--- src/rtl/riscv_pkg.sv ---
// rtl/riscv_pkg.sv - shared widths, RV32 field positions and operand bundle type
package riscv_pkg;
  localparam int XLEN       = 32;
  localparam int REG_ADDR_W = 5;
  localparam int RS1_LSB    = 15;
  localparam int RS2_LSB    = 20;
  localparam int RD_LSB     = 7;

  typedef logic [REG_ADDR_W-1:0] reg_addr_t;
  typedef logic [XLEN-1:0]       word_t;

  typedef struct packed {
    word_t     instr;
    word_t     pc;
    word_t     rs1_val;
    word_t     rs2_val;
    reg_addr_t rd;
  } operand_bundle_t;

  function automatic reg_addr_t rs1_of(input word_t instr);
    return instr[RS1_LSB +: REG_ADDR_W];
  endfunction

  function automatic reg_addr_t rs2_of(input word_t instr);
    return instr[RS2_LSB +: REG_ADDR_W];
  endfunction

  function automatic reg_addr_t rd_of(input word_t instr);
    return instr[RD_LSB +: REG_ADDR_W];
  endfunction
endpackage

--- src/rtl/operand_fetch_if.sv ---
// rtl/operand_fetch_if.sv - upstream, regfile, write-back and downstream signals of the stage
interface operand_fetch_if import riscv_pkg::*; ();
  logic      flush;
  logic      in_valid;
  logic      in_ready;
  word_t     in_instr;
  word_t     in_pc;
  reg_addr_t rf_rdAddrA;
  reg_addr_t rf_rdAddrB;
  word_t     rf_rdDataA;
  word_t     rf_rdDataB;
  logic      wb_write;
  reg_addr_t wb_addr;
  word_t     wb_data;
  logic      out_valid;
  logic      out_ready;
  word_t     out_instr;
  word_t     out_pc;
  word_t     out_rs1Val;
  word_t     out_rs2Val;
  reg_addr_t out_rd;

  modport slave (
    input  flush, in_valid, in_instr, in_pc, rf_rdDataA, rf_rdDataB,
    input  wb_write, wb_addr, wb_data, out_ready,
    output in_ready, rf_rdAddrA, rf_rdAddrB,
    output out_valid, out_instr, out_pc, out_rs1Val, out_rs2Val, out_rd
  );

  modport master (
    output flush, in_valid, in_instr, in_pc, rf_rdDataA, rf_rdDataB,
    output wb_write, wb_addr, wb_data, out_ready,
    input  in_ready, rf_rdAddrA, rf_rdAddrB,
    input  out_valid, out_instr, out_pc, out_rs1Val, out_rs2Val, out_rd
  );
endinterface

--- src/rtl/fwd_resolve.sv ---
// rtl/fwd_resolve.sv - per-operand priority: x0, live write-back, last write-back, RAM data
module fwd_resolve import riscv_pkg::*; (
  input  reg_addr_t rs,
  input  logic      wb_write,
  input  reg_addr_t wb_addr,
  input  word_t     wb_data,
  input  logic      wbq_v,
  input  reg_addr_t wbq_addr,
  input  word_t     wbq_data,
  input  word_t     rf_data,
  output word_t     val
);
  // rs != 0 here implies the write-back index is nonzero too
  always_comb begin
    if (rs == '0)                            val = '0;
    else if (wb_write && (wb_addr == rs))    val = wb_data;
    else if (wbq_v && (wbq_addr == rs))      val = wbq_data;
    else                                     val = rf_data;
  end
endmodule

--- src/rtl/operand_fetch.sv ---
// rtl/operand_fetch.sv - two-slot operand fetch: slot A awaits RAM data, slot B drives the outputs
module operand_fetch import riscv_pkg::*; (
  input logic             clk,
  input logic             rst_n,
  operand_fetch_if.slave  bus
);
  logic            a_valid_q, a_valid_d;
  word_t           a_instr_q, a_instr_d;
  word_t           a_pc_q, a_pc_d;
  logic            b_valid_q, b_valid_d;
  operand_bundle_t bundle_q, bundle_d;
  logic            wbq_v_q, wbq_v_d;
  reg_addr_t       wbq_addr_q, wbq_addr_d;
  word_t           wbq_data_q, wbq_data_d;

  logic  adv_b, adv_a, a_hold, accept, wb_qual;
  word_t rs1_res, rs2_res;

  assign adv_b        = !b_valid_q || bus.out_ready;
  assign adv_a        = a_valid_q && adv_b;
  assign a_hold       = a_valid_q && !adv_a;
  assign bus.in_ready = rst_n && !bus.flush && (!a_valid_q || adv_a);
  assign accept       = bus.in_valid && bus.in_ready;
  assign wb_qual      = bus.wb_write && (bus.wb_addr != '0);

  // A stalled re-reads its own registers so the RAM data stays aligned with A
  assign bus.rf_rdAddrA = a_hold ? rs1_of(a_instr_q) : rs1_of(bus.in_instr);
  assign bus.rf_rdAddrB = a_hold ? rs2_of(a_instr_q) : rs2_of(bus.in_instr);

  fwd_resolve u_fwd_rs1 (
    .rs(rs1_of(a_instr_q)), .wb_write(bus.wb_write), .wb_addr(bus.wb_addr),
    .wb_data(bus.wb_data), .wbq_v(wbq_v_q), .wbq_addr(wbq_addr_q),
    .wbq_data(wbq_data_q), .rf_data(bus.rf_rdDataA), .val(rs1_res)
  );

  fwd_resolve u_fwd_rs2 (
    .rs(rs2_of(a_instr_q)), .wb_write(bus.wb_write), .wb_addr(bus.wb_addr),
    .wb_data(bus.wb_data), .wbq_v(wbq_v_q), .wbq_addr(wbq_addr_q),
    .wbq_data(wbq_data_q), .rf_data(bus.rf_rdDataB), .val(rs2_res)
  );

  always_comb begin
    a_valid_d  = a_valid_q;
    a_instr_d  = a_instr_q;
    a_pc_d     = a_pc_q;
    b_valid_d  = b_valid_q;
    bundle_d   = bundle_q;
    wbq_v_d    = wb_qual;
    wbq_addr_d = bus.wb_addr;
    wbq_data_d = bus.wb_data;
    if (bus.flush) begin
      a_valid_d = 1'b0;
      b_valid_d = 1'b0;
    end else begin
      if (accept) begin
        a_valid_d = 1'b1;
        a_instr_d = bus.in_instr;
        a_pc_d    = bus.in_pc;
      end else if (adv_a) begin
        a_valid_d = 1'b0;
      end
      if (adv_a) begin
        b_valid_d = 1'b1;
        bundle_d  = '{instr: a_instr_q, pc: a_pc_q, rs1_val: rs1_res,
                      rs2_val: rs2_res, rd: rd_of(a_instr_q)};
      end else if (b_valid_q && bus.out_ready) begin
        b_valid_d = 1'b0;
      end else if (b_valid_q) begin
        // a held bundle keeps tracking writes to its source registers
        if (wb_qual && (bus.wb_addr == rs1_of(bundle_q.instr))) bundle_d.rs1_val = bus.wb_data;
        if (wb_qual && (bus.wb_addr == rs2_of(bundle_q.instr))) bundle_d.rs2_val = bus.wb_data;
      end
    end
  end

  always_ff @(posedge clk) begin
    if (!rst_n) begin
      a_valid_q  <= 1'b0;
      a_instr_q  <= '0;
      a_pc_q     <= '0;
      b_valid_q  <= 1'b0;
      bundle_q   <= '0;
      wbq_v_q    <= 1'b0;
      wbq_addr_q <= '0;
      wbq_data_q <= '0;
    end else begin
      a_valid_q  <= a_valid_d;
      a_instr_q  <= a_instr_d;
      a_pc_q     <= a_pc_d;
      b_valid_q  <= b_valid_d;
      bundle_q   <= bundle_d;
      wbq_v_q    <= wbq_v_d;
      wbq_addr_q <= wbq_addr_d;
      wbq_data_q <= wbq_data_d;
    end
  end

  assign bus.out_valid  = b_valid_q;
  assign bus.out_instr  = bundle_q.instr;
  assign bus.out_pc     = bundle_q.pc;
  assign bus.out_rs1Val = bundle_q.rs1_val;
  assign bus.out_rs2Val = bundle_q.rs2_val;
  assign bus.out_rd     = bundle_q.rd;
endmodule

--- src/flat_wrapper.sv ---
// flat-port wrapper written by rule: the top's interface ports become plain ports
module operand_fetch_flat import riscv_pkg::*;
  (clk, rst_n, bus_flush, bus_in_valid, bus_in_instr, bus_in_pc, bus_rf_rdDataA, bus_rf_rdDataB, bus_wb_write, bus_wb_addr, bus_wb_data, bus_out_ready, bus_in_ready, bus_rf_rdAddrA, bus_rf_rdAddrB, bus_out_valid, bus_out_instr, bus_out_pc, bus_out_rs1Val, bus_out_rs2Val, bus_out_rd);
  operand_fetch_if bus_i ();
  input logic clk;
  input logic rst_n;
  input wire logic [$bits(bus_i.flush)-1:0] bus_flush;
  input wire logic [$bits(bus_i.in_valid)-1:0] bus_in_valid;
  input wire logic [$bits(bus_i.in_instr)-1:0] bus_in_instr;
  input wire logic [$bits(bus_i.in_pc)-1:0] bus_in_pc;
  input wire logic [$bits(bus_i.rf_rdDataA)-1:0] bus_rf_rdDataA;
  input wire logic [$bits(bus_i.rf_rdDataB)-1:0] bus_rf_rdDataB;
  input wire logic [$bits(bus_i.wb_write)-1:0] bus_wb_write;
  input wire logic [$bits(bus_i.wb_addr)-1:0] bus_wb_addr;
  input wire logic [$bits(bus_i.wb_data)-1:0] bus_wb_data;
  input wire logic [$bits(bus_i.out_ready)-1:0] bus_out_ready;
  output wire logic [$bits(bus_i.in_ready)-1:0] bus_in_ready;
  output wire logic [$bits(bus_i.rf_rdAddrA)-1:0] bus_rf_rdAddrA;
  output wire logic [$bits(bus_i.rf_rdAddrB)-1:0] bus_rf_rdAddrB;
  output wire logic [$bits(bus_i.out_valid)-1:0] bus_out_valid;
  output wire logic [$bits(bus_i.out_instr)-1:0] bus_out_instr;
  output wire logic [$bits(bus_i.out_pc)-1:0] bus_out_pc;
  output wire logic [$bits(bus_i.out_rs1Val)-1:0] bus_out_rs1Val;
  output wire logic [$bits(bus_i.out_rs2Val)-1:0] bus_out_rs2Val;
  output wire logic [$bits(bus_i.out_rd)-1:0] bus_out_rd;
  assign bus_i.flush = bus_flush;
  assign bus_i.in_valid = bus_in_valid;
  assign bus_i.in_instr = bus_in_instr;
  assign bus_i.in_pc = bus_in_pc;
  assign bus_i.rf_rdDataA = bus_rf_rdDataA;
  assign bus_i.rf_rdDataB = bus_rf_rdDataB;
  assign bus_i.wb_write = bus_wb_write;
  assign bus_i.wb_addr = bus_wb_addr;
  assign bus_i.wb_data = bus_wb_data;
  assign bus_i.out_ready = bus_out_ready;
  assign bus_in_ready = bus_i.in_ready;
  assign bus_rf_rdAddrA = bus_i.rf_rdAddrA;
  assign bus_rf_rdAddrB = bus_i.rf_rdAddrB;
  assign bus_out_valid = bus_i.out_valid;
  assign bus_out_instr = bus_i.out_instr;
  assign bus_out_pc = bus_i.out_pc;
  assign bus_out_rs1Val = bus_i.out_rs1Val;
  assign bus_out_rs2Val = bus_i.out_rs2Val;
  assign bus_out_rd = bus_i.out_rd;
  operand_fetch u_core (.clk(clk), .rst_n(rst_n), .bus(bus_i));
endmodule
--- config.mk ---
export PLATFORM = sky130hd
export DESIGN_NAME = operand_fetch_flat
export DESIGN_NICKNAME = d
export VERILOG_FILES = /design/src/rtl/riscv_pkg.sv /design/src/rtl/operand_fetch_if.sv /design/src/rtl/fwd_resolve.sv /design/src/rtl/operand_fetch.sv /design/src/flat_wrapper.sv
export SDC_FILE = /design/constraint.sdc
export NUM_CORES = 1
export LEC_CHECK = 0
export ABC_AREA = 1
export BUFFER_PORTS_ARGS = -buffer_cell sky130_fd_sc_hd__buf_2
export CORE_MARGIN = 2
export CORE_UTILIZATION = 40
export DETAILED_ROUTE_END_ITERATION = 12
export PLACE_DENSITY_LB_ADDON = 0.05
export SETUP_SLACK_MARGIN = 0.05
export SYNTH_ARGS = -nofsm -noshare
export SYNTH_HDL_FRONTEND = slang
export SYNTH_SLANG_ARGS = --single-unit
--- constraint.sdc ---
create_clock -name clk -period 2.19 [get_ports clk]
set_clock_uncertainty 0.1 [all_clocks]
set_input_delay 0.3285 -clock clk [delete_from_list [all_inputs] [get_ports clk]]
set_output_delay 0.3285 -clock clk [all_outputs]
set_load 0.02 [all_outputs]
==> results of run 1 <==
[cells in the final DEF (no fill, tap or decap), drive strengths merged]
cell,n
nor3,1
inv,132
clkbuf,43
nand3,312
xnor2,2
dfxtp,232
a211oi,1
buf,355
xor2,3
o21ai,32
clkinv,7
nand4,2
bufinv,2
dlygate4sd3,97
nand2,454
nor2,214
a21oi,195
[routing by layer]
| layer | track usage (%) | vias to the layer above | part of all wire [%] |
|---|---|---|---|
| met5 | 0 | - | 0.086 |
| met4 | 9.993 | 6 | 3.4 |
| met3 | 5.519 | 91 | 7.8 |
| met2 | 43.88 | 484 | 47 |
| met1 | 32.59 | 5710 | 42 |
| li1 | - | 6180 | - |
[what timing repair did]
item	4_1_cts	5_1_grt
endpoints found under the hold margin	97	0
gates cloned	0	1
setup endpoints to repair	11	5
gates resized for setup	25	9
pin swaps	1	0
buffers inserted	1	0
hold buffers	97	0
[worst register-to-register path, delay by kind of cell (launching register included)]
kind | cells | cell delay [ns]
buffers and inverters | 2 | 0.35
DFF | 1 | 0.38
AOI/OAI and AO/OA | 2 | 0.72
and+or+nand+nor | 3 | 0.32
[where the power goes]
group          internal [uW]  switching, uW
combinational            466            724
sequential              4320           64.3
clock                   2930           1830
[cell type report]
type / count / share of cell area (%)
Multi-Input combinational cell: 1216 / 36.62
Clock buffer: 43 / 5.709
Timing Repair Buffer: 452 / 20.09
Clock inverter: 6 / 0.5265
Inverter: 134 / 3.348
Sequential cell: 232 / 30.56
Tap cell: 378 / 3.110
Timing Repair inverter: 1 / 0.03291
[flip-flops by register name, indices dropped and copies added (netlist names)]
| signal | count |
|---|---|
| u_core.bus.out_valid | 1 |
| u_core.wbq_addr_q | 5 |
| u_core.bus.out_pc | 32 |
| u_core.bus.out_instr | 32 |
| u_core.bus.out_rs2Val | 32 |
| u_core.a_valid_q | 1 |
| u_core.wbq_data_q | 32 |
| u_core.a_pc_q | 32 |
| u_core.wbq_v_q | 1 |
| u_core.bus.out_rs1Val | 32 |
| u_core.a_instr_q | 32 |
[through the flow]
| step | instances | power, uW | cell area [sq um] | util (%) | setup WS, ns |
|---|---|---|---|---|---|
| after floorplan | 1713 | 5085 | 11420 | - | 0.3390 |
| after global placement | 2314 | 5508 | 13200 | 47.26 | 0.2316 |
| after detailed placement | 2314 | 5508 | 13200 | 47.26 | 0.2357 |
| after CTS | 2461 | 10420 | 15190 | 54.37 | 0.06417 |
| after global routing | 2462 | 10740 | 15210 | 54.45 | 0.04988 |
| final | 2462 | 10340 | 15210 | 54.45 | 0.08818 |
[final timing paths]
path | start | endpoint | slack, ns | depth (start not counted)
max | u_core.bus.out_valid | bus_rf_rdAddrB[4] | 0.09 | 6
min | bus_in_instr[18] | u_core.a_instr_q[18] | 0.01 | 3
max reg2reg | u_core.a_instr_q[17] | u_core.bus.out_rs1Val[17] | 0.20 | 7
min reg2reg | u_core.bus.out_instr[30] | u_core.bus.out_instr[30] | 0.36 | 2
[kinds of logic after synthesis]
group	Yosys count
and+or+nand+nor	983
buffers and inverters	265
DFF	232
AOI/OAI and AO/OA	228
xor gates and xnor gates	5
==> qor.txt, run 1 <==
worst min path class -> input pin to flip-flop
share of cells above drive strength 1 -> 23.08%
cell-by-cell trace of the critical path -> inv_2, nor2_8, nand2_2, buf_12, o21ai_2, buf_4
total core area -> 27930 sq um
MaxCap Viol Count -> 0
unrepaired setup endpoints after global routing -> yes
most frequent cell after synthesis -> nand2_1
Area Overhead vs Synth -> 33.16%
setup TNS -> 0 ns
Initial DRC Count -> 1002
Synth area leaders -> dfxtp_1 41%, nand2_1 14%, nand3_1 13%
H-tree Lvls -> 1
total wire length -> 40520 microns
Finish-stage setup viols -> 0
Synth top area share -> 40.66%
Commonest cells post-synth -> 437 x nand2_1, 299 x nand3_1, 232 x dfxtp_1
Final period util -> 95.97%
Pre-antenna DRT Iters -> 5
clk slew on worst S/H paths -> 0.06 ns
row count -> 61
I/O pins -> 316
ys async rst share -> 0%
Synth cell types -> 28
nets -> 2236
run status -> finished clean
first-pass GRT wire length -> 64140 microns
initial antenna violation count -> 3
Worst Setup Start Kind -> flip-flop
Diodes inserted -> 0
headroom to the max-slew limit -> 30.09%
vias per cell -> 5.065
max frequency -> 0.4758 GHz
chip width -> 173.0 microns
vias in the first global route -> 12160
Least-Margin Pin Slew -> 1.049 ns
Die Ht -> 173.0 microns
post-synthesis mux area share -> 0%
adder-cell share of the synthesized area -> 0%
CTS tree -> built
compound-gate portion of the synthesized area -> 10.34%
CP arrival -> 1.67 ns
CP max stage delay -> 0.37 ns
Synth Area per Inst -> 6.668 sq um
GP Congestion -> 0.9012
# clock sinks -> 232
sequential area share after synthesis -> 40.66%
IO buf count -> 315
Min Clock Period, post-route -> 2.102 ns
synth warn -> 0
Gate Count Post-Synth -> 1713
final hold slack -> 0.01276 ns
largest net degree at the start of global routing -> 88
Worst-Skew Late Latency -> 0.54 ns
most area-hungry cell type in the Yosys netlist -> dfxtp_1
Crit-path slowest cell -> dfxtp_4
Initial Util -> 40.89%
Critical Path End Type -> primary output
Crit path max-delay family -> buffers and inverters
Critical Path RT -> 1.76 ns
Post-Synthesis Cell Area -> 11420 sq um
power per cell area -> 679.9 nW/um^2
VDD IR max -> 0.5057 mV
Overflow after GRT -> 0
area of the die -> 29920 sq um
endpoints failing hold -> 0
multi-input logic area -> 5570 sq um
crit path max fanout -> 21
xor-xnor portion of the synthesized cell area -> 0.3834%
simple-gate share of the synthesized area -> 37.40%
GRT Total Usage -> 26.03%
syn_nets -> 1884
CTS max path bufs -> 3
ys flop type -> dfxtp_1
largest family of logic cells by synthesized area -> simple AND/OR/NAND/NOR gates
Bufs and invs on worst path -> 3
Seq cells post-synth -> 232
number of synthesized flops with an enable pin -> 0
DP HPWL -> 25380 microns
antenna viol nets, final -> 0
via count -> 12470
WL/cell -> 16.46 microns
DRC violations left -> 0
kind of critical path -> flip-flop to primary output
register area -> 4648 sq um
fillcell total -> 2802
Root Driver -> clkbuf_16
TritonCTS Buffers -> 28
LEAKAGE -> 0.007487 uW
Final Max Slew Viols -> 0
No activity file was read; power rests on OpenSTA's default activity.
==> inputs of run 2 (changes only) <==
--- a/config.mk
+++ b/config.mk
@@ -8,8 +8,9 @@
 export ABC_AREA = 1
 export BUFFER_PORTS_ARGS = -buffer_cell sky130_fd_sc_hd__buf_2
 export CORE_MARGIN = 2
-export CORE_UTILIZATION = 40
+export CORE_UTILIZATION = 53
 export DETAILED_ROUTE_END_ITERATION = 12
+export GPL_ROUTABILITY_DRIVEN = 0
 export PLACE_DENSITY_LB_ADDON = 0.05
 export SETUP_SLACK_MARGIN = 0.05
 export SYNTH_ARGS = -nofsm -noshare
==> qor.txt, run 2 (same netlist as run 1, synthesis figures left out) <==
run status -> finished clean
vias in the first global route -> 11870
most common cell after layout, fill and taps aside -> nand2_1
Die Ht -> 150.8 microns
Worst-Skew Late Latency -> 0.53 ns
Final period util -> 96.03%
Root Driver -> clkbuf_16
Min Clock Period, post-route -> 2.103 ns
kind of critical path -> flip-flop to primary output
Final Max Slew Viols -> 0
Pre-antenna DRT Iters -> 5
initial antenna violation count -> 0
DP HPWL -> 23640 microns
TritonCTS Buffers -> 26
reg2reg end -> u_core.bus.out_rs2Val[19]
CTS tree -> built
worst min path class -> input pin to flip-flop
fillcell total -> 1796
unrepaired setup endpoints after global routing -> yes
launch point of the worst reg-to-reg path -> u_core.a_instr_q[20]
H-tree Lvls -> 1
via count -> 12630
VDD IR max -> 0.7227 mV
first-pass GRT wire length -> 58500 microns
total power -> 9997 uW
share of cells above drive strength 1 -> 23.19%
CTS max path bufs -> 3
vias per cell -> 5.347
cell-by-cell trace of the critical path -> inv_2, nor2_8, nand2_1, buf_6, o21ai_1, buf_4
GRT Total Usage -> 31.63%
headroom to the max-slew limit -> 42.63%
setup TNS -> 0 ns
endpoints failing hold -> 0
commonest cells after routing, fill and taps aside -> 435 x nand2_1, 307 x buf_2, 299 x nand3_1
Hold Path Depth -> 3
I/O pins -> 316
multi-input logic area -> 5548 sq um
crit path max fanout -> 21
Critical Path End Type -> primary output
clk slew on worst S/H paths -> 0.06 ns
area of the die -> 22740 sq um
Least-Margin Pin Slew -> 0.8605 ns
final hold slack -> 0.009051 ns
row count -> 53
chip width -> 150.8 microns
largest net degree at the start of global routing -> 109
total core area -> 21090 sq um
nets -> 2240
register area -> 4646 sq um
final core occ -> 71.38%
CP arrival -> 1.67 ns
cell area after layout -> 15050 sq um
Crit-path slowest cell -> dfxtp_1
Worst R2R Path Depth -> 9
Finish-stage setup viols -> 0
Endpoint, Worst Hold -> u_core.wbq_addr_q[2]
Critical Path RT -> 1.76 ns
MaxCap Viol Count -> 0
Overflow after GRT -> 0
LEAKAGE -> 0.007488 uW
WL/cell -> 16.31 microns
FF-to-FF setup slack -> 0.24 ns
# clock sinks -> 232
Worst Setup Start Kind -> flip-flop
CP max stage delay -> 0.34 ns
Worst Hold Launch -> bus_wb_addr[2]
IO buf count -> 315
max frequency -> 0.4755 GHz
total wire length -> 38530 microns
power per cell area -> 664.2 nW/um^2
DP Area -> 13070 sq um
Area Overhead vs Synth -> 31.78%
Initial Util -> 54.17%
Initial DRC Count -> 930
antenna viol nets, final -> 0
DRC violations left -> 0
-- run 2: cell types whose count changed in the layout (fill, tap and decap cells not counted), sizes merged --
| cell | previous run | this run |
|---|---|---|
| bufinv | 2 | 1 |
| clkinv | 7 | 4 |
| o21ai | 32 | 33 |
| inv | 132 | 134 |
| dlygate4sd3 | 97 | 92 |
| diode | 0 | 1 |
| buf | 355 | 364 |
-- run 2: cell type report --
cell class	instances	share of cell area, %
multi-input cells	1217	36.86
flip-flops and latches	232	30.86
repair buffers	458	20.88
clock buffers	41	5.370
inverters	134	3.350
well taps	275	2.286
clock inverters	5	0.3741
diodes	1	0.01663
-- run 2: how the worst max path moves through the flow --
stage / startpoint / end / slack, ns / cells past startpoint
finish: u_core.bus.out_valid / bus_rf_rdAddrA[1] / 0.09 / 6
global route: bus_wb_addr[4] / u_core.bus.out_rs2Val[12] / 0.02 / 12
CTS: u_core.bus.out_valid / bus_in_ready / 0.04 / 7
detailed placement: bus_flush / u_core.bus.out_instr[15] / 0.17 / 7
global placement: bus_wb_addr[2] / u_core.bus.out_rs2Val[12] / 0.19 / 11
floorplan: u_core.bus.out_valid / bus_rf_rdAddrA[0] / 0.34 / 5
-- run 2: critical path, delay by kind of cell, from the launching register on --
kind	cells	cell delay [ns]
flops	1	0.34
buf+inv	3	0.41
simple gates	2	0.21
compound gates	1	0.17
-- run 2: stage by stage --
stage	setup slack [ns]	instances
3_3_place_gp	0.1923	2214
6_report	0.08703	2363
3_5_place_dp	0.1689	2214
4_1_cts	0.04079	2352
2_1_floorplan	0.3390	1713
5_1_grt	0.02049	2362
-- run 2: timing repair --
action	4_1_cts	5_1_grt
gates resized for setup	10	15
buffers inserted	0	7
cloned	0	3
pin swaps	0	4
setup endpoints to repair	6	26
hold buffers	92	0
endpoints found under the hold margin	92	0
-- run 2: power breakdown --
| group | switching [uW] | internal (uW) | total [uW] | leakage (uW) |
|---|---|---|---|---|
| Sequential | 65.1 | 4320 | 4390 | 0.00189 |
| Clock | 1770 | 2640 | 4410 | 0.000429 |
| Combinational | 724 | 477 | 1200 | 0.00517 |
| Total | 2560 | 7440 | 10000 | 0.00749 |
-- run 2: metal layers --
metal | routed length (microns) | global-route usage [%] | share of wire, %
met5 | 0 | 0 | 0
met4 | 1397 | 12.94 | 3.6
met3 | 3638 | 6.476 | 9.4
met2 | 18370 | 53.61 | 48
met1 | 15120 | 39.37 | 39
==> inputs of run 3 (changes only) <==
--- a/config.mk
+++ b/config.mk
@@ -8,7 +8,7 @@
 export ABC_AREA = 1
 export BUFFER_PORTS_ARGS = -buffer_cell sky130_fd_sc_hd__buf_2
 export CORE_MARGIN = 2
-export CORE_UTILIZATION = 53
+export CORE_UTILIZATION = 50
 export DETAILED_ROUTE_END_ITERATION = 12
 export GPL_ROUTABILITY_DRIVEN = 0
 export PLACE_DENSITY_LB_ADDON = 0.05
==> qor.txt, run 3 (same netlist as run 1, synthesis figures left out) <==
Worst R2R Path Depth -> 9
DRC violations left -> 0
Initial DRC Count -> 931
Psw -> 2569 uW
largest net degree at the start of global routing -> 118
CTS tree -> built
vias per cell -> 5.249
LEAKAGE -> 0.007417 uW
Crit path max-delay family -> buffers and inverters
total core area -> 22500 sq um
vias in the first global route -> 11880
# clock sinks -> 232
Initial Util -> 50.76%
setup TNS -> 0 ns
Finish-stage setup viols -> 0
cell-by-cell trace of the critical path -> inv_2, nor2_8, nand2_2, buf_8, o21ai_0, buf_2
area of the die -> 24070 sq um
Final period util -> 94.81%
Die Ht -> 155.1 microns
DP HPWL -> 23990 microns
antenna viol nets, final -> 0
GRT Total Usage -> 30.20%
Min Clock Period, post-route -> 2.076 ns
VDD IR max -> 0.5374 mV
most common cell after layout, fill and taps aside -> nand2_1
first-pass GRT wire length -> 59800 microns
total wire length -> 37500 microns
Crit-path slowest cell -> dfxtp_2
headroom to the max-slew limit -> 63.40%
CP arrival -> 1.65 ns
share of cells above drive strength 1 -> 23.06%
clk slew on worst S/H paths -> 0.06 ns
Overflow after GRT -> 0
row count -> 55
initial antenna violation count -> 2
commonest cells after routing, fill and taps aside -> 434 x nand2_1, 309 x buf_2, 299 x nand3_1
MaxCap Viol Count -> 0
CTS max path bufs -> 3
TritonCTS Buffers -> 26
Critical Path End Type -> primary output
fillcell total -> 2096
H-tree Lvls -> 1
endpoints failing hold -> 0
Critical Path RT -> 1.76 ns
post-placement setup slack -> 0.1769 ns
Area Overhead vs Synth -> 30.89%
chip width -> 155.1 microns
CP max stage delay -> 0.37 ns
run status -> finished clean
Seq pwr share -> 44.4%
Logic pwr share -> 11.8%
WL/cell -> 15.79 microns
clock share of power -> 43.8%
Root Driver -> clkbuf_16
max frequency -> 0.4816 GHz
worst min path class -> input pin to flip-flop
Worst Setup Start Kind -> flip-flop
Pre-antenna DRT Iters -> 5
Pint -> 7304 uW
Bufs and invs on worst path -> 3
Least-Margin Pin Slew -> 0.5491 ns
Levels on crit path -> 6
Sw Share -> 26.02%
Hold Path Depth -> 3
Setup WS post-layout -> 0.1136 ns
IO buf count -> 315
total power -> 9873 uW
kind of critical path -> flip-flop to primary output
I/O pins -> 316
Worst-Skew Late Latency -> 0.55 ns
power per cell area -> 660.4 nW/um^2
via count -> 12460
final hold slack -> 0.01064 ns
Final Max Slew Viols -> 0
nets -> 2237
crit path max fanout -> 21
unrepaired setup endpoints after global routing -> no
run 3: final cells by class:
class / instances / area [sq um] / share of cell area, %
well taps: 285 / 356.6 / 2.385
flip-flops and latches: 232 / 4646 / 31.07
inverters: 134 / 504.2 / 3.373
repair buffers: 456 / 3033 / 20.29
diodes: 3 / 7.507 / 0.05021
clock inverters: 8 / 78.83 / 0.5272
multi-input cells: 1216 / 5562 / 37.20
clock buffers: 40 / 763.2 / 5.105
run 3: power by group through the flow:
stage               Sequential, uW  Combinational [uW]  Clock (uW)
global placement              4470                 999           0
finish                        4390                1160        4320
detailed placement            4480                1000           0
global route                  4400                1280        4540
CTS                           4380                1140        4370
floorplan                     4490                 596           0
run 3: worst register-to-register path, stage by stage, from the launching register on:
cell and delay (ns):
dfxtp_2 0.37, inv_2 0.07, nor2_8 0.11, buf_4 0.16, o21ai_1 0.10, inv_2 0.23, buf_4 0.38, nand3_1 0.15
a21oi_1 0.17, nor2_1 0.05
run 3: worst paths after layout:
kind	end	slack [ns]	startpoint
max	bus_rf_rdAddrB[1]	0.11	u_core.bus.out_valid
min	u_core.a_instr_q[22]	0.01	bus_in_instr[22]
min reg2reg	u_core.bus.out_pc[0]	0.36	u_core.bus.out_pc[0]
max reg2reg	u_core.bus.out_rs1Val[20]	0.18	u_core.bus.out_valid
run 3: through the flow:
| stage | cells | instance area, sq um | util (%) |
|---|---|---|---|
| detailed placement | 2225 | 13080 | 58.12 |
| CTS | 2367 | 14890 | 66.18 |
| global placement | 2225 | 13080 | 58.12 |
| finish | 2374 | 14950 | 66.44 |
| floorplan | 1713 | 11420 | - |
| global route | 2371 | 14940 | 66.41 |
run 3: what timing repair did:
action / in CTS / in global routing
setup buffers: 2 / 4
pin swaps: 1 / 0
resized for setup: 19 / 6
hold buffers: 92 / 0
setup endpoints to repair: 11 / 7
endpoints found under the hold margin: 92 / 0
run 3: routing by layer:
layer	track usage, %	vias up	part of all wire [%]
met5	0	-	0
met4	11.29	0	3.1
met3	6.184	88	8.5
met2	51.72	516	48
met1	37.57	5662	40
li1	-	6194	-
